$ cat src/rtl/multicycle_control_unit.sv
// multicycle_control_unit: multicycle FSM controller for the RV32I subset addi, add/sub/and/or/slt, lw, sw, beq/bne.
// Define PERF_COUNTER_EN to build the retired-instruction counter; otherwise o_retired is tied to 0.
module multicycle_control_unit #(
    parameter int MEM_TIMEOUT = 16,
    parameter int CNT_WIDTH   = 32
) (
    input  logic                 clk,
    input  logic                 rst_n,
    input  logic [31:0]          i_instr,
    input  logic                 i_eq,
    input  logic                 i_mem_ready,
    output logic                 o_mem_req,
    output logic                 o_mem_we,
    output logic                 o_adr_src,
    output logic                 o_ir_write,
    output logic                 o_pc_write,
    output logic                 o_pcsrc,
    output logic                 o_regwrite,
    output logic                 o_result_src,
    output logic                 o_alusrc,
    output logic [1:0]           o_immsrc,
    output logic [2:0]           o_aluctrl,
    output logic                 o_halted,
    output logic [1:0]           o_trap_cause,
    output logic [CNT_WIDTH-1:0] o_retired
);
    localparam int WW = (MEM_TIMEOUT > 1) ? $clog2(MEM_TIMEOUT) : 1;
    localparam logic [WW-1:0] WAIT_LAST = WW'((MEM_TIMEOUT > 0) ? MEM_TIMEOUT - 1 : 0);

    typedef enum logic [2:0] {S_RST, S_FETCH, S_DECODE, S_EXEC, S_MEM, S_WB, S_TRAP} state_t;

    state_t        r_state, w_next;
    logic [1:0]    r_cause, w_cause;
    logic [WW-1:0] r_wait;
    logic [6:0]    w_op, w_f7;
    logic [2:0]    w_f3, w_r_alu;
    logic          w_addi, w_rtype, w_lw, w_sw, w_br, w_legal, w_timeout;
    logic          w_unused;

    assign w_op      = i_instr[6:0];
    assign w_f3      = i_instr[14:12];
    assign w_f7      = i_instr[31:25];
    assign w_unused  = ^{i_instr[24:15], i_instr[11:7]};
    assign w_addi    = w_op == 7'd19 && w_f3 == 3'b000;
    assign w_rtype   = w_op == 7'd51 && ((w_f7 == 7'h00 && (w_f3 == 3'b000 || w_f3 == 3'b111 ||
                       w_f3 == 3'b110 || w_f3 == 3'b010)) || (w_f7 == 7'h20 && w_f3 == 3'b000));
    assign w_lw      = w_op == 7'd3 && w_f3 == 3'b010;
    assign w_sw      = w_op == 7'd35 && w_f3 == 3'b010;
    assign w_br      = w_op == 7'd99 && (w_f3 == 3'b000 || w_f3 == 3'b001);
    assign w_legal   = w_addi || w_rtype || w_lw || w_sw || w_br;
    assign w_r_alu   = w_f3 == 3'b111 ? 3'b010 : w_f3 == 3'b110 ? 3'b011 :
                       w_f3 == 3'b010 ? 3'b101 : {2'b00, w_f7[5]};
    assign w_timeout = MEM_TIMEOUT != 0 && !i_mem_ready && r_wait == WAIT_LAST;

    always_comb begin
        w_next       = r_state;
        w_cause      = r_cause;
        o_mem_req    = 1'b0;
        o_mem_we     = 1'b0;
        o_adr_src    = 1'b0;
        o_ir_write   = 1'b0;
        o_pc_write   = 1'b0;
        o_pcsrc      = 1'b0;
        o_regwrite   = 1'b0;
        o_result_src = 1'b0;
        o_alusrc     = 1'b0;
        o_immsrc     = 2'b00;
        o_aluctrl    = 3'b000;
        o_halted     = 1'b0;
        case (r_state)
            S_RST: w_next = S_FETCH;
            S_FETCH: begin
                o_mem_req = 1'b1;
                if (i_mem_ready) begin
                    o_ir_write = 1'b1;
                    o_pc_write = 1'b1;
                    w_next     = S_DECODE;
                end else if (w_timeout) begin
                    w_next  = S_TRAP;
                    w_cause = 2'b10;
                end
            end
            S_DECODE: begin
                w_next  = w_legal ? S_EXEC : S_TRAP;
                w_cause = w_legal ? r_cause : 2'b01;
            end
            S_EXEC: begin
                o_alusrc   = !(w_rtype || w_br);
                o_immsrc   = w_sw ? 2'b01 : w_br ? 2'b10 : 2'b00;
                o_aluctrl  = w_rtype ? w_r_alu : w_br ? 3'b001 : 3'b000;
                o_pcsrc    = w_br;
                // funct3[0] selects bne, which takes the branch when eq is low
                o_pc_write = w_br && (w_f3[0] ^ i_eq);
                w_next     = w_br ? S_FETCH : (w_lw || w_sw) ? S_MEM : S_WB;
            end
            S_MEM: begin
                o_mem_req = 1'b1;
                o_adr_src = 1'b1;
                o_mem_we  = w_sw;
                if (i_mem_ready) begin
                    w_next = w_lw ? S_WB : S_FETCH;
                end else if (w_timeout) begin
                    w_next  = S_TRAP;
                    w_cause = 2'b10;
                end
            end
            S_WB: begin
                o_regwrite   = 1'b1;
                o_result_src = w_lw;
                w_next       = S_FETCH;
            end
            S_TRAP: o_halted = 1'b1;
            default: w_next = S_RST;
        endcase
    end

    assign o_trap_cause = r_cause;

    always_ff @(posedge clk or negedge rst_n) begin
        if (!rst_n) begin
            r_state <= S_RST;
            r_cause <= 2'b00;
            r_wait  <= '0;
        end else begin
            r_state <= w_next;
            r_cause <= w_cause;
            // staying in FETCH/MEM only happens while mem_ready is low
            if (w_next != r_state)
                r_wait <= '0;
            else if (r_state == S_FETCH || r_state == S_MEM)
                r_wait <= r_wait + WW'(1);
        end
    end

`ifdef PERF_COUNTER_EN
    logic                 w_retire;
    logic [CNT_WIDTH-1:0] r_retired;

    assign w_retire = (r_state == S_EXEC && w_br) || (r_state == S_MEM && i_mem_ready && w_sw) ||
                      r_state == S_WB;

    always_ff @(posedge clk or negedge rst_n) begin
        if (!rst_n)
            r_retired <= '0;
        else if (w_retire)
            r_retired <= r_retired + CNT_WIDTH'(1);
    end

    assign o_retired = r_retired;
`else
    assign o_retired = '0;
`endif
endmodule

$ cat config.mk
export PLATFORM = sky130hd
export DESIGN_NAME = multicycle_control_unit
export DESIGN_NICKNAME = d
export VERILOG_FILES = /design/src/rtl/multicycle_control_unit.sv
export SDC_FILE = /design/constraint.sdc
export NUM_CORES = 1
export LEC_CHECK = 0
export CORE_ASPECT_RATIO = 2
export CORE_MARGIN = 2
export CORE_UTILIZATION = 35
export CTS_CLUSTER_SIZE = 10
export DETAILED_ROUTE_END_ITERATION = 8
export GPL_ROUTABILITY_DRIVEN = 0
export MAX_ROUTING_LAYER = met4
export PLACE_DENSITY = 0.87
export SETUP_SLACK_MARGIN = 0.15
export SYNTH_ARGS = -nofsm -noshare
export SYNTH_HDL_FRONTEND = slang
export SYNTH_SLANG_ARGS = --single-unit
$ cat constraint.sdc
create_clock -name clk -period 4.29 [get_ports clk]
set_input_delay 1.0725 -clock clk [delete_from_list [all_inputs] [get_ports clk]]
set_output_delay 1.0725 -clock clk [all_outputs]
set_load 0.05 [all_outputs]
==> flow_metrics.env <==
export IMPL_status="completed"
export IMPL_finalCritPeriodShare_pct=94.0
export IMPL_antenna_cells=0
export IMPL_relSlewSlack_pct=63.5
export IMPL_grt_overflow_total=0
export IMPL_final_common_cell="conb_1"
export IMPL_clockBufferDepth=2
export IMPL_ioPinCount=85
export IMPL_worstMarginPinSlew_ps=548
export IMPL_grt_usage_pct=16.6
export IMPL_ctsResizeCount=0
export IMPL_root_buffer="clkbuf_8"
export IMPL_fillers=260
export IMPL_setup_tns_ps=0
export IMPL_die_w_um=41.9
export IMPL_layout_nets=210
export IMPL_cts_hold_buffers=0
export IMPL_async_flop_share_pct=100
export IMPL_leakage_nw=0.630
export IMPL_ir_drop_uv=298
export IMPL_p_per_area_nw_per_um2=438
export IMPL_period_needed_ps=4030
export IMPL_dominantRegCellSynth="dfrtp_1"
export IMPL_seqPwrFrac_pct=22.4
export IMPL_h_tree_depth=1
export IMPL_dr_first_iter_drc_count=21
export IMPL_cts_sinks=9
export IMPL_wl_per_cell_um=12.0
export IMPL_cp_buffers_inverters=2
export IMPL_grt_setup_unrepaired="yes"
export IMPL_clk_latency_ps=230
export IMPL_path_class="in -> out"
export IMPL_slowest_stage="or4_4"
export IMPL_start_kind="primary input"
export IMPL_fin_cells=201
export IMPL_cts_tree="built"
export IMPL_drc_errors=0
export IMPL_sw_frac_of_total_pct=52.3
export IMPL_layout_drive_gt1_share_pct=14.5
export IMPL_ys_ff_latch=9
export IMPL_cts_setup_buffers=0
export IMPL_start_util_pct=36.7
export IMPL_power_switching_w=0.000337
export IMPL_p_clk_share_pct=15.1
export IMPL_die_h_um=79.7
export IMPL_synth_edff_count=0
export IMPL_clock_skew_ps=1.38
export IMPL_grt_pass1_wl_mm=4.06
export IMPL_maxCapViolCount=0
export IMPL_setup_violations=0
export IMPL_yosys_cell_types_count=39
export IMPL_avgViaCountPerCell=4.91
export IMPL_required_ps=3220
export IMPL_area_growth_pct=46.4
export IMPL_cts_buffers=3
export IMPL_path_cells="clkdlybuf4s50_1 -> or3b_1 -> or4_4 -> nor4_2 -> buf_12"
export IMPL_cp_arrival_ps=2960
export IMPL_final_cell_mix="32 x conb_1, 27 x clkdlybuf4s50_1, 12 x nand2_1"
export IMPL_final_util_pct=53.7
export IMPL_place_inst=197
export IMPL_netlist_instances=129
export IMPL_p_int_w=0.000307
export IMPL_whs_ps=478
export IMPL_grt_max_degree=16
export IMPL_route_final_wire_length_mm=2.42
export IMPL_slew_violations=0
export IMPL_portBuffers=37
export IMPL_coreArea_um2=2740
export IMPL_dieArea_um2=3340
export IMPL_vias=986
export IMPL_cp_end_kind="output pin"
export IMPL_path_max_fanout=4
export IMPL_dp_hpwl_mm=2.07
export IMPL_synth_seq_area_share_pct=22.4
export IMPL_clk_pin_slew_worst_paths_ps=40
export IMPL_cp_slowest_stage_delay_ps=480
export IMPL_hold_path_class="reg -> reg"
export IMPL_antenna_found_initial=0
export IMPL_p_comb_share_pct=62.5
export IMPL_ant_nets=0
export IMPL_syn_area_um2=1000
export IMPL_finalHoldViolCount=0
export IMPL_fin_total_pwr_w=0.000644
export IMPL_dr_pass1_iters=4
export IMPL_fmax_mhz=248
export IMPL_num_rows=27
export IMPL_crit_family="simple AND/OR/NAND/NOR gates"
export IMPL_grt_pass1_vias=987
export IMPL_syn_avg_cell_area_um2=7.78
export IMPL_synth_yosys_warnings=0
-- state kept, by name (all words and copies together), names as in the netlist --
| signal | flops |
|---|---|
| r_wait | 4 |
| r_state | 3 |
| o_trap_cause | 2 |
-- per-layer routing --
metal | global-route usage, % | routed length [um] | up-vias
met5 | - | 0 | -
met4 | 12.6 | 99 | 0
met3 | 3.17 | 207 | 10
met2 | 31.7 | 1400 | 67
met1 | 13.0 | 717 | 437
li1 | - | - | 472
-- worst register-to-register path: stages, from the launching register on --
cell     delay, ps
dfrtp_1        680
inv_1          180
or3_1          350
or3_1          430
a22o_1         240
-- per-stage QoR --
stage	setup WS, ps	cell area [um^2]
detailed placement	233	1420
finish	256	1470
global placement	246	1420
global route	131	1470
CTS	232	1470
floorplan	157	1140
-- kinds of logic after synthesis --
logic type	after synthesis	synth area share (%)
fa+ha+maj	1	1.25
other cells	1	0.374
xor+xnor	4	3.49
simple gates	53	28.9
buf+inv	38	26.3
compound gates	21	15.2
flops	9	22.4
mux	2	2.00
-- layout make-up --
class | count | area (um^2) | share of cell area, %
multi-input combinational | 113 | 648 | 44.1
timing repair buffer | 43 | 503 | 34.2
sequential | 9 | 225 | 15.3
clock buffer | 4 | 45.0 | 3.07
tap | 29 | 36.3 | 2.47
inverter | 3 | 11.3 | 0.767
-- final timing paths --
path                                   end             from  slack [ps]  depth (start not counted)
max                           o_result_src       i_instr[6]         260                          5
min                        o_trap_cause[0]  o_trap_cause[0]         480                          2
max reg2reg                o_trap_cause[1]       r_state[1]        2290                          4
min reg2reg                o_trap_cause[0]  o_trap_cause[0]         480                          2
max in group asynchronous       r_state[2]            rst_n        2880                          1
min in group asynchronous        r_wait[1]            rst_n        1140                          1
-- synthesized netlist by cell type (all sizes together), types with 2 or more instances --
cell / n / share of area [%]
buf: 33 / 24
nand2: 12 / 4.5
dfrtp: 9 / 22
nor2: 9 / 3.4
a21oi: 8 / 4.0
nor3: 7 / 3.5
nand2b: 4 / 2.5
nor2b: 4 / 2.5
nor4: 4 / 2.5
inv: 3 / 1.1
xor2: 3 / 2.6
a31oi: 2 / 2.7
clkbuf: 2 / 0.75
mux2i: 2 / 2.0
o211ai: 2 / 1.5
o21a: 2 / 1.5
o21ai: 2 / 1.0
or3: 2 / 1.2
-- power groups by stage --
stage	Clock [W]	Sequential (W)	Combinational (W)
CTS	0.0000986	0.000143	0.000405
floorplan	0	0.000111	0.000344
global route	0.000104	0.000147	0.000432
global placement	0	0.000143	0.000400
finish	0.0000973	0.000144	0.000402
detailed placement	0	0.000144	0.000404
No activity file was read; power rests on OpenSTA's default activity.
